File: src/rtl/uart_tx_cfg.sv
// Configurable UART transmitter: per-frame latched divisor, parity mode and stop length.
// Oversampled bit timing (OVS baud ticks per bit), registered serial output, idle high.
module uart_tx_cfg #(
  parameter int DBIT  = 8,
  parameter int OVS   = 16,
  parameter int DIV_W = 16
) (
  input  logic             clk,
  input  logic             reset_n,
  input  logic [DIV_W-1:0] baud_div,
  input  logic [1:0]       parity_mode,
  input  logic             stop2,
  input  logic             tx_valid,
  input  logic [DBIT-1:0]  tx_din,
  output logic             tx_ready,
  output logic             tx_done_tick,
  output logic             busy,
  output logic             tx
);

  localparam int SW = $clog2(2 * OVS);
  localparam int BW = $clog2(DBIT + 1);
  localparam logic [SW-1:0] LAST_1   = SW'(OVS - 1);
  localparam logic [SW-1:0] LAST_2   = SW'(2 * OVS - 1);
  localparam logic [BW-1:0] LAST_BIT = BW'(DBIT - 1);

  typedef enum logic [2:0] {S_IDLE, S_START, S_DATA, S_PARITY, S_STOP} state_t;

  state_t           r_state;
  logic [DIV_W-1:0] r_div;
  logic [DIV_W-1:0] r_tick_cnt;
  logic [SW-1:0]    r_s_cnt;
  logic [BW-1:0]    r_bit_cnt;
  logic [DBIT-1:0]  r_shreg;
  logic             r_par;
  logic             r_par_en;
  logic             r_stop2;
  logic             r_tx;
  logic             r_ready;
  logic             r_busy;
  logic             r_done;

  logic [DIV_W-1:0] w_div_m1;
  logic [SW-1:0]    w_last;
  logic             w_tick;
  logic             w_bit_end;

  // A divisor of 0 behaves as 1, i.e. a tick every clock.
  assign w_div_m1  = (r_div == '0) ? '0 : (r_div - DIV_W'(1));
  assign w_tick    = (r_state != S_IDLE) && (r_tick_cnt == w_div_m1);
  assign w_last    = ((r_state == S_STOP) && r_stop2) ? LAST_2 : LAST_1;
  assign w_bit_end = w_tick && (r_s_cnt == w_last);

  assign tx           = r_tx;
  assign tx_ready     = r_ready;
  assign busy         = r_busy;
  assign tx_done_tick = r_done;

  always_ff @(posedge clk) begin
    if (!reset_n) begin
      r_tick_cnt <= '0;
    end else if ((r_state == S_IDLE) || w_tick) begin
      r_tick_cnt <= '0;
    end else begin
      r_tick_cnt <= r_tick_cnt + DIV_W'(1);
    end
  end

  always_ff @(posedge clk) begin
    if (!reset_n) begin
      r_s_cnt <= '0;
    end else if ((r_state == S_IDLE) || w_bit_end) begin
      r_s_cnt <= '0;
    end else if (w_tick) begin
      r_s_cnt <= r_s_cnt + SW'(1);
    end
  end

  always_ff @(posedge clk) begin
    if (!reset_n) begin
      r_state   <= S_IDLE;
      r_div     <= '0;
      r_bit_cnt <= '0;
      r_shreg   <= '0;
      r_par     <= 1'b0;
      r_par_en  <= 1'b0;
      r_stop2   <= 1'b0;
      r_tx      <= 1'b1;
      r_ready   <= 1'b1;
      r_busy    <= 1'b0;
      r_done    <= 1'b0;
    end else begin
      r_done <= 1'b0;
      case (r_state)
        S_IDLE: begin
          if (tx_valid) begin
            r_div     <= baud_div;
            r_shreg   <= tx_din;
            // mode 01 -> even, 10 -> odd; 00/11 disable parity
            r_par     <= (^tx_din) ^ parity_mode[1];
            r_par_en  <= parity_mode[1] ^ parity_mode[0];
            r_stop2   <= stop2;
            r_bit_cnt <= '0;
            r_tx      <= 1'b0;
            r_ready   <= 1'b0;
            r_busy    <= 1'b1;
            r_state   <= S_START;
          end
        end
        S_START: begin
          if (w_bit_end) begin
            r_tx    <= r_shreg[0];
            r_state <= S_DATA;
          end
        end
        S_DATA: begin
          if (w_bit_end) begin
            r_shreg <= r_shreg >> 1;
            if (r_bit_cnt == LAST_BIT) begin
              r_bit_cnt <= '0;
              if (r_par_en) begin
                r_tx    <= r_par;
                r_state <= S_PARITY;
              end else begin
                r_tx    <= 1'b1;
                r_state <= S_STOP;
              end
            end else begin
              r_bit_cnt <= r_bit_cnt + BW'(1);
              r_tx      <= r_shreg[1];
            end
          end
        end
        S_PARITY: begin
          if (w_bit_end) begin
            r_tx    <= 1'b1;
            r_state <= S_STOP;
          end
        end
        S_STOP: begin
          if (w_bit_end) begin
            r_done  <= 1'b1;
            r_ready <= 1'b1;
            r_busy  <= 1'b0;
            r_state <= S_IDLE;
          end
        end
        default: begin
          r_tx    <= 1'b1;
          r_ready <= 1'b1;
          r_busy  <= 1'b0;
          r_state <= S_IDLE;
        end
      endcase
    end
  end

endmodule
File: config.mk
export PLATFORM = sky130hd
export DESIGN_NAME = uart_tx_cfg
export DESIGN_NICKNAME = d
export VERILOG_FILES = /design/src/rtl/uart_tx_cfg.sv
export SDC_FILE = /design/constraint.sdc
export NUM_CORES = 1
export LEC_CHECK = 0
export BUFFER_PORTS_ARGS = -buffer_cell sky130_fd_sc_hd__buf_2
export CAP_MARGIN = 20
export CORE_UTILIZATION = 40
export DETAILED_ROUTE_END_ITERATION = 7
export SETUP_SLACK_MARGIN = 0.4
export SYNTH_ARGS = -nofsm -noshare
export SYNTH_HDL_FRONTEND = slang
export SYNTH_SLANG_ARGS = --single-unit
export TNS_END_PERCENT = 20
File: constraint.sdc
create_clock -name clk -period 8.9 [get_ports clk]
set_input_delay 1.335 -clock clk [delete_from_list [all_inputs] [get_ports clk]]
set_output_delay 1.335 -clock clk [all_outputs]
set_load 0.02 [all_outputs]
Yosys cells after proc, flatten, opt, wreduce, memory -nomap -nowiden. Index checks and enable logic that the tools add are counted.

Register bits after elaboration: 59. Output and inout port bits: 4.

Add/subtract/negate cells: 4. Equality and inequality tests: 13. Mux-type cells: 29. Bitwise gates (word level): 5. Reduce and logical (&&, ||, !) cells: 19.

Operators by type and width (number): $mux 3 (7); $add 16x1->16 const B (1); $eq 16x16->1 (1); $logic_not 16->1 (1); $mux 16 (1); $mux 8 (2); $pmux 8 s2 (1); $sub 16x1->16 const B (1); $pmux 3 s5 (1); $mux 4 (3); $ne 2x2->1 const B (6); $mux 1 (9); $pmux 4 s2 (1); $reduce_xor 8->1 (1); $eq 3x2->1 const B (2); $pmux 1 s3 (2); $reduce_and 3->1 (2); $reduce_and 6->1 (1); $add 5x1->5 const B (1); $eq 5x5->1 (1); $mux 5 (1); $pmux 1 s5 (1); $reduce_and 5->1 (1); $add 4x1->4 const B (1); 13 further kinds (21).

Depth between registers and ports, before layout. Gate-level depths: netlist of run 1.

Word-level depth: 7. Depth in mapped cells: 11. Gate-level depth less buffers: 10.

Worst setup path after synthesis of run 1. Ideal clock, no wire load.

Kind: register -> register. Start point: reg r_div[0]. End point: reg r_tick_cnt[10]. Library setup time: 115 ps. Arrival: 2921 ps. Setup slack: 5864 ps. Stages on the path, launching flop included: 12. Cell sequence: dfxtp_1 > inv_1 > ha_1 > nor3b_1 > nand4_1 > xnor2_1 > a2111oi_4 > nand4_4 > or4_1 > nand3_2 > buf_4 > nor2_1.

Word-level cells in the longest chain between the ends: 6. Elaborated cells on any way between the ends: 7. Classes of those cells: 1 x add/sub; 1 x eq/ne; 1 x mux; 4 x reduce/logical.

Ends and longest elaborated chain: start, declared (RTL line 30) `logic [DIV_W-1:0] r_div;`; start signal, assigned (RTL line 97) `r_div <= baud_div;`; $sub 16x1->16 or $logic_not 16->1 (tied branches) (RTL line 49) `assign w_div_m1 = (r_div == '0) ? '0 : (r_div - DIV_W'(1));`; $mux 16 * (RTL line 49); $eq 16x16->1 * (RTL line 50) `assign w_tick = (r_state != S_IDLE) && (r_tick_cnt == w_div_m1);`; $logic_and 1x1->1 * (RTL line 50); $logic_or 1x1->1 * (RTL line 62) `end else if ((r_state == S_IDLE) || w_tick) begin`; $reduce_or 2->1 (no line) *; end signal, assigned (RTL line 65) `r_tick_cnt <= r_tick_cnt + DIV_W'(1);`; end, declared (RTL line 31) `logic [DIV_W-1:0] r_tick_cnt;`.

Mark *: on every way between the ends. The rest lies on a longest branch, timed or not. A chain may end at the register's enable or synchronous reset.

Worst setup path in the final report of run 1.
Start point: reg r_div[0]. End point: reg r_shreg[7].

Word-level cells in the longest chain between the ends: 7. Elaborated cells on any way between the ends: 8. Classes of those cells: 1 x add/sub; 2 x eq/ne; 1 x mux; 4 x reduce/logical.

Ends and longest elaborated chain: $sub 16x1->16 or $logic_not 16->1 (tied branches) (RTL line 49); $mux 16 * (RTL line 49); $eq 16x16->1 * (RTL line 50); $logic_and 1x1->1 * (RTL line 50); $logic_and 1x1->1 * (RTL line 52) `assign w_bit_end = w_tick && (r_s_cnt == w_last);`; $ne 2x2->1 (no line) *; $reduce_and 3->1 (no line) *; end signal, assigned (RTL line 98) `r_shreg <= tx_din;`; end signal, assigned (RTL line 118) `r_shreg <= r_shreg >> 1;`; end, declared (RTL line 34) `logic [DBIT-1:0] r_shreg;`.

Marked as above.

==> summary.md, run 1 <==
| Metric | Value |
|---|---|
| Setup ws final | `5.01 ns` |
| Die area | `9620 µm²` |
| Die width | `98.1 µm` |
| Synth Area in XOR/XNOR | `9.86%` |
| Outcome | `complete, no violations` |
| Pwr/cell area | `260 nW/µm²` |
| Clk buf depth | `2` |
| WL per Instance | `15.0 µm` |
| Share of layout cells above drive strength 1 | `14.5%` |
| Fin cells | `576` |
| Post-synth ARST share | `0%` |
| Ys Warns | `0` |
| Synth Area in Simple Gates | `28.7%` |
| N_diodes | `0` |
| Clk root buf | `clkbuf_8` |
| Layout Nets | `497` |
| CP startpoint kind | `flop` |
| Final Cycle Share | `43.7%` |
| Filler cells | `926` |
| P&R area growth vs syn | `10.5%` |
| # IOs | `34` |
| Core area | `8850 µm²` |
| Mean Syn Cell Area | `8.26 µm²` |
| Initial Util | `41.7%` |
| DP Wirelength | `6280 µm` |
| Netlist cell types | `66` |
| Antenna-violating nets left | `0` |
| First DRT Iteration DRCs | `160` |
| PostCTS Resize Cnt | `0` |
| Synth area leader | `dfxtp_1` |
| # port buffers | `33` |
| Finished Cell Area | `4080 µm²` |
| Routability Congestion | `0.954` |
| Row cnt | `34` |
| Synth top area share | `32.0%` |
| Yosys reg bits | `59` |
| Worst Path Required | `9.14 ns` |
| Global-route wire length before repair | `14,800 µm` |
| RSZ-0062 raised after global routing | `false` |
| Final count of pins violating max slew | `0` |
| Die height | `98.1 µm` |
| Worst hold path type | `reg2reg` |
| H-tree depth | `3` |
| GRT Overall Usage | `19.1%` |
| Worst vdd ir | `0.122 mV` |
| Fin. Hold Viols | `0` |
| Worst-margin pin slew | `0.850 ns` |
| Post-synth EDFFs | `0` |
| Compound-Gate Fraction of Synth Area | `19.0%` |
| DR vias | `3,247` |
| CTS tree | `done` |
| Setup_tns | `0 ns` |
| Dpl cell area | `3880 µm²` |
| Mapped Cells | `447` |
| Critical path class | `reg2reg` |
| Post-Syn Nets | `481` |
| Clk slew on worst S/H paths | `0.07 ns` |
| DRT Wirelength | `8650 µm` |
| Worst slew margin | `42.9%` |
| P_leak | `1.60 nW` |
| Initial antenna violation count | `0` |
| Final hold slack | `0.461 ns` |
| Total grt overflow | `0` |
| Seq/Total Area, Yosys | `32.0%` |
| Main synth FF type | `dfxtp_1` |
| Largest cells by area after synthesis | `dfxtp_1 32%, nand2_1 6.2%, xnor2_1 5.0%` |
| Clock latency on the worst-skew pair | `0.34 ns` |
| Total power | `1.06 mW` |
| Largest net degree at the start of global routing | `52` |
| Netlist Area Pre-Place | `3690 µm²` |
| Mux share of post-synthesis cell area | `4.64%` |
| Drt first pass iters | `4` |
| Dpl cells | `560` |
| Max Freq | `257 MHz` |
| Worst-path fanout max | `18` |
| Num Clock Sinks | `59` |
| Post-layout minimum cycle time | `3.89 ns` |
| CP Capture Type | `flop` |
| Remaining routing DRC violations | `0` |
| Setup Skew | `0.0112 ns` |
| Post-CTS setup buffers | `0` |
| Main combinational cell family by area after synthesis | `simple AND/OR/NAND/NOR gates` |
| Setup-failing EPs final | `0` |
| Vias in the first global route | `3,020` |
| TritonCTS buffer count | `9` |
| Post-Place Setup Slack | `5.05 ns` |
| Final Util | `46.1%` |
| Vias per std cell | `5.64` |
| Max_cap viols | `0` |
| Crit path DAT | `4.14 ns` |
| Post-CTS Hold Fix Bufs | `0` |
| Synth Area in Adders | `1.36%` |
==> kinds of logic after synthesis <==
kind of cell    count (synthesis)
simple gates                  191
buf+inv                        40
mux                            17
compound gates                 96
fa+ha+maj                       4
flops                          59
xor+xnor                       40
==> power breakdown <==
part	leakage (nW)	total (mW)	internal, mW	switching, mW
clock network	0.102	0.249	0.137	0.113
logic	1.02	0.448	0.183	0.266
registers	0.481	0.362	0.304	0.0578
total	1.60	1.06	0.624	0.436
==> worst paths after layout <==
check / from / cells after the start / end / slack, ns
worst max-delay path: r_div[0] / 10 / r_shreg[7] / 5.01
worst min-delay path: r_stop2 / 2 / r_stop2 / 0.46
worst max register to register: r_div[0] / 10 / r_shreg[7] / 5.01
worst min register to register: r_stop2 / 2 / r_stop2 / 0.46
==> worst max-delay path, stage by stage, from the launching register on <==
cell and delay, ns:
dfxtp_1 0.36, inv_1 0.13, ha_1 0.29, nor3b_1 0.54
and4_1 0.42, nor3_1 0.06, o21ai_0 0.24, o2111ai_1 0.40
nor4_4 0.83, nor2_1 0.24, a31o_1 0.27
==> layout make-up <==
class,instances,area (µm²),area share [%]
clock inverter,6,65.1,1.59
clock buffer,10,138,3.37
sequential,59,1180,28.9
tap,108,135,3.31
inverter,11,41.3,1.01
multi-input combinational,348,2350,57.5
timing repair buffer,34,173,4.23
==> cell usage after synthesis, drive strengths merged (5+ instances only) <==
cell	instances
nand2	61
dfxtp	59
nor2	39
clkbuf	24
o21ai	22
xnor2	21
a21boi	18
xor2	18
nand3	17
mux2i	16
nor4	14
a21oi	13
inv	11
and3	8
nor3	8
o311a	7
nand4	6
a31oi	5
and2	5
buf	5
or4	5
==> cells in the final DEF, fill, tap and decap left out, drive strengths merged, types with 6 or more instances in the layout <==
| cell type | Yosys | layout |
|---|---|---|
| o21ai | 22 | 22 |
| nor4 | 14 | 14 |
| nand4 | 6 | 6 |
| a21oi | 13 | 13 |
| nand3 | 17 | 17 |
| nor2 | 39 | 39 |
| o311a | 7 | 7 |
| nor3 | 8 | 8 |
| mux2i | 16 | 16 |
| clkbuf | 24 | 10 |
| nand2 | 61 | 61 |
| a21boi | 18 | 18 |
| inv | 11 | 11 |
| buf | 5 | 34 |
| xnor2 | 21 | 21 |
| xor2 | 18 | 18 |
| and3 | 8 | 8 |
| dfxtp | 59 | 59 |
==> metal layers <==
layer,part of all wire [%],vias up,track usage (%)
li1,-,1644,-
met3,4.2,14,4.15
met2,43,68,28.6
met5,0,-,0
met1,51,1521,27.2
met4,1.5,0,5.83
==> sequential cells by signal, indices dropped and copies added, names as in the netlist, 3 cells and up <==
signal / cells
r_state: 3
r_bit_cnt: 4
r_s_cnt: 5
r_div: 16
r_shreg: 8
r_tick_cnt: 16
Note: power is estimated with default switching activity, not from simulation.
==> run 2, diff against run 1 <==
Clock period 8.9 ns to 3.9 ns, I/O delays scaled along.
==> summary.md, run 2 (synthesis results as in run 1) <==
| Metric | Value |
|---|---|
| R2R Setup Slk | `0.54 ns` |
| Global-route wire length before repair | `14,900 µm` |
| CP Capture Type | `flop` |
| Final hold slack | `0.474 ns` |
| Die height | `98.1 µm` |
| Fin. Hold Viols | `0` |
| Dpl cells | `561` |
| DP Wirelength | `6400 µm` |
| Vias in the first global route | `3,068` |
| Row cnt | `34` |
| Total grt overflow | `0` |
| Clk slew on worst S/H paths | `0.07 ns` |
| Core area | `8850 µm²` |
| CTS tree | `done` |
| Worst hold path type | `reg2reg` |
| Total power | `2.38 mW` |
| TritonCTS buffer count | `9` |
| Global routing met1 resource utilization | `26.7%` |
| Global routing's busiest layer | `met2` |
| Max_cap viols | `0` |
| Worst setup path endpoint | `r_shreg[0]` |
| Largest net degree at the start of global routing | `52` |
| Vias per std cell | `5.58` |
| Max Freq | `298 MHz` |
| Final Util | `46.6%` |
| Most common cell on crit path | `o21ai_0` |
| DRT Wirelength | `8790 µm` |
| Final count of pins violating max slew | `0` |
| Routability Congestion | `0.909` |
| Worst r2r src | `r_div[2]` |
| Initial antenna violation count | `0` |
| Worst Path Buf+Inv | `1` |
| Post-CTS Hold Fix Bufs | `0` |
| Setup-failing EPs final | `0` |
| Die area | `9620 µm²` |
| Worst-margin pin slew | `0.793 ns` |
| Area taken by multi-input logic gates | `2380 µm²` |
| Drt first pass iters | `4` |
| GRT Overall Usage | `19.4%` |
| Filler cells | `896` |
| Worst r2r dst | `r_shreg[0]` |
| Worst slew margin | `47.1%` |
| Remaining routing DRC violations | `0` |
| Initial Util | `41.7%` |
| First DRT Iteration DRCs | `150` |
| Commonest non-fill, non-tap cell in the layout | `nand2_1` |
| Critical path, cell by cell | `or4_4, or4_1, a311oi_1, o221a_2, o21ai_0, nor4_4, buf_6, o21ai_0, o311a_1` |
| Largest stage delay, worst path | `0.58 ns` |
| CP startpoint kind | `flop` |
| Die width | `98.1 µm` |
| Critical path class | `reg2reg` |
| Setup_tns | `0 ns` |
| Crit path DAT | `3.59 ns` |
| Worst Path Required | `4.13 ns` |
| Num Clock Sinks | `59` |
| Clk buf depth | `2` |
| Pwr/cell area | `577 nW/µm²` |
| Fin cells | `580` |
| # IOs | `34` |
| Setup Skew | `0.00814 ns` |
| H-tree depth | `3` |
| RSZ-0062 raised after global routing | `false` |
| Clock latency on the worst-skew pair | `0.34 ns` |
| Reg2Reg Depth | `9` |
| Stages on worst setup path | `9` |
| CP max stage cell | `or4_4` |
| Met2 GRT Util | `30.3%` |
| P&R area growth vs syn | `11.7%` |
| DR vias | `3,235` |
| Worst-path fanout max | `14` |
| Share of layout cells above drive strength 1 | `15.7%` |
| Biggest regs | `r_div (16), r_tick_cnt (16), r_shreg (8)` |
| N_diodes | `0` |
| WL per Instance | `15.2 µm` |
| Worst vdd ir | `0.236 mV` |
| Outcome | `complete, no violations` |
| Post-layout minimum cycle time | `3.36 ns` |
| # port buffers | `33` |
| Met3 usage | `3.72%` |
| Reg area | `1180 µm²` |
| Top delay family on crit path | `simple AND/OR/NAND/NOR gates` |
| Antenna-violating nets left | `0` |
| Clk root buf | `clkbuf_8` |
| P_leak | `1.62 nW` |
| Commonest non-fill, non-tap cells in the layout | `61 x nand2_1, 59 x dfxtp_1, 39 x nor2_1, 33 x buf_2` |
| Layout Nets | `501` |
| Setup crit start | `r_div[2]` |
| Final Cycle Share | `86.1%` |
run 2: cell types whose count changed in the layout (fill, tap and decap cells not counted):
cell | before | now
clkinv_4 | 2 | 0
clkbuf_1 | 0 | 1
nor4_1 | 9 | 7
nor3b_1 | 2 | 1
bufinv_16 | 1 | 0
nor4_2 | 2 | 3
buf_4 | 1 | 4
nor4_4 | 3 | 4
buf_6 | 0 | 1
nor3b_4 | 0 | 1
clkbuf_8 | 10 | 11
clkinvlp_4 | 1 | 2
run 2: worst min path at each step:
stage                     start        to  slack (ns)  cells past startpoint
floorplan               r_stop2   r_stop2        0.44                      2
global route        baud_div[0]  r_div[0]        0.49                      3
global placement        r_stop2   r_stop2        0.45                      2
detailed placement      r_stop2   r_stop2        0.47                      2
finish                  r_stop2   r_stop2        0.47                      2
CTS                 baud_div[0]  r_div[0]        0.48                      3
run 2: layer usage:
metal	vias up	routed length (µm)	share of wire, %
li1	1652	-	-
met1	1532	4350	49
met2	47	4180	48
met3	4	209	2.4
met4	0	51	0.58
met5	-	0	0
run 2: final cells by class:
type	count	area share, %
multi-input cells	348	57.7
inverters	11	1.00
flip-flops and latches	59	28.6
clock buffers	12	3.76
clock inverters	4	0.607
repair buffers	38	5.01
well taps	108	3.28
run 2: power by group:
part,internal (mW),leakage [nW],switching [mW],total [mW]
Sequential,0.695,0.481,0.141,0.836
Combinational,0.428,1.05,0.607,1.04
Clock,0.263,0.0884,0.243,0.506
run 2: stage by stage:
step | worst slack (ns) | cell area [µm²]
after global placement | 0.413 | 3880
after CTS | 0.557 | 4070
after global routing | 0.430 | 4120
after detailed placement | 0.400 | 3880
final | 0.541 | 4120
after floorplan | 0.864 | 3690
run 2: what timing repair did:
item | in CTS | in global routing
pin swaps | 0 | 2
resized for setup | 1 | 5
endpoints found under the setup margin | 2 | 13
buffers inserted | 0 | 3
run 2: worst reg2reg max path: cells and delay by family, from the launching register on:
kind,cells,cell delay (ns)
DFF,1,0.44
buffers and inverters,1,0.21
AOI/OAI and AO/OA,5,1.13
and+or+nand+nor,3,1.48
==> run 3, diff against run 2 <==
Settings changed: BUFFER_PORTS_ARGS -buffer_cell sky130_fd_sc_hd__buf_2 to default, CELL_PAD_IN_SITES_DETAIL_PLACEMENT from default to 1, CELL_PAD_IN_SITES_GLOBAL_PLACEMENT from default to 1, DONT_BUFFER_PORTS from default to 1, PLACE_DENSITY_LB_ADDON from default to 0.1.
==> summary.md, run 3 (synthesis results as in run 1) <==
| Metric | Value |
|---|---|
| Outcome | `complete, no violations` |
| # IOs | `34` |
| Vias in the first global route | `3,340` |
| Area taken by multi-input logic gates | `2390 µm²` |
| Biggest regs | `r_div (16), r_tick_cnt (16), r_shreg (8)` |
| Initial antenna violation count | `0` |
| Die area | `9620 µm²` |
| RSZ-0062 raised after global routing | `true` |
| # port buffers | `0` |
| Core area | `8850 µm²` |
| Setup-failing EPs final | `0` |
| DR vias | `3,241` |
| Clk slew on worst S/H paths | `0.07 ns` |
| DP Wirelength | `7310 µm` |
| P_leak | `1.52 nW` |
| Drt first pass iters | `4` |
| H-tree depth | `3` |
| Crit path DAT | `3.58 ns` |
| Max_cap viols | `0` |
| R2R Setup Slk | `0.58 ns` |
| Reg2Reg Depth | `8` |
| TritonCTS buffer count | `9` |
| Clock latency on the worst-skew pair | `0.35 ns` |
| Worst Path Required | `4.16 ns` |
| Worst vdd ir | `0.267 mV` |
| Setup_tns | `0 ns` |
| Final hold slack | `0.313 ns` |
| GRT Overall Usage | `22.1%` |
| Setup crit start | `r_div[2]` |
| Filler cells | `1,071` |
| Pwr/cell area | `635 nW/µm²` |
| P&R area growth vs syn | `8.88%` |
| Clk buf depth | `2` |
| Clk root buf | `clkbuf_8` |
| Commonest non-fill, non-tap cells in the layout | `61 x nand2_1, 59 x dfxtp_1, 39 x nor2_1, 21 x xnor2_1, 21 x o21ai_0` |
| Worst slew margin | `50.3%` |
| Commonest non-fill, non-tap cell in the layout | `nand2_1` |
| Setup ws final | `0.582 ns` |
| Final Cycle Share | `85.1%` |
| Worst hold path type | `in2reg` |
| Total power | `2.55 mW` |
| Die width | `98.1 µm` |
| WL per Instance | `18.3 µm` |
| Num Clock Sinks | `59` |
| CTS tree | `done` |
| Share of layout cells above drive strength 1 | `10.2%` |
| Remaining routing DRC violations | `0` |
| Global-route wire length before repair | `16,800 µm` |
| WHS Path Cells | `1` |
| CP startpoint kind | `flop` |
| Worst setup path endpoint | `r_s_cnt[3]` |
| Row cnt | `34` |
| Critical path class | `reg2reg` |
| Final count of pins violating max slew | `0` |
| Antenna-violating nets left | `0` |
| Vias per std cell | `5.91` |
| Final Util | `45.4%` |
| Fin. Hold Viols | `0` |
| Worst r2r dst | `r_s_cnt[3]` |
| Post-CTS setup buffers | `0` |
| Post-CTS Hold Fix Bufs | `0` |
| Initial Util | `41.7%` |
| First DRT Iteration DRCs | `101` |
| Setup Skew | `0.0137 ns` |
| CP Capture Type | `flop` |
| Layout Nets | `469` |
| Die height | `98.1 µm` |
| Post-layout minimum cycle time | `3.32 ns` |
| Total grt overflow | `0` |
| Post-Place Setup Slack | `0.386 ns` |
| Worst-path fanout max | `10` |
| Routability Congestion | `0.949` |
| Worst-margin pin slew | `0.744 ns` |
| Largest net degree at the start of global routing | `52` |
| N_diodes | `0` |
| Reg area | `1180 µm²` |
| DRT Wirelength | `10,000 µm` |
| Worst r2r src | `r_div[2]` |
| Max Freq | `301 MHz` |
run 3: worst max-delay path, stage by stage, from the launching register on:
cell and delay (ns):
dfxtp_1 0.43, or4_4 0.58, or4_1 0.49, a311oi_1 0.33, o221a_2 0.30, o21ai_0 0.15, nor4_4 0.50, a41oi_1 0.18
a311oi_1 0.27
run 3: worst min path at each step:
stage                           from    endpoint  slack, ns
after floorplan              r_stop2     r_stop2       0.44
after global placement    r_s_cnt[3]  r_s_cnt[3]       0.46
after detailed placement     r_stop2     r_stop2       0.47
after CTS                    reset_n    tx_ready       0.29
after global routing         reset_n    tx_ready       0.31
final                        reset_n    tx_ready       0.31
run 3: metrics by stage:
stage	instances	area (µm²)
global placement	532	3750
CTS	548	3990
floorplan	447	3690
detailed placement	532	3750
finish	548	4020
global route	548	4020
run 3: power breakdown:
group	switching, mW	total, mW	leakage [nW]	internal (mW)
logic	0.628	1.06	0.925	0.429
registers	0.152	0.847	0.481	0.695
clock network	0.254	0.648	0.113	0.394
run 3: per-layer routing:
metal	track usage [%]	wire length (µm)
met5	0	0
met4	7.46	106
met1	29.0	4750
met2	35.7	4710
met3	5.01	469
run 3: layout make-up:
cell class | count | share of cell area [%]
Multi-Input combinational cell | 348 | 59.5
Clock inverter | 4 | 1.80
Clock buffer | 12 | 3.86
Tap cell | 108 | 3.36
Sequential cell | 59 | 29.4
Timing Repair Buffer | 6 | 1.12
Inverter | 11 | 1.03
run 3: repair_timing:
item                       CTS  global route
hold endpoints to repair     0             0
gates resized for setup      2             5
pin swaps                    0             2
setup endpoints to repair    2            40
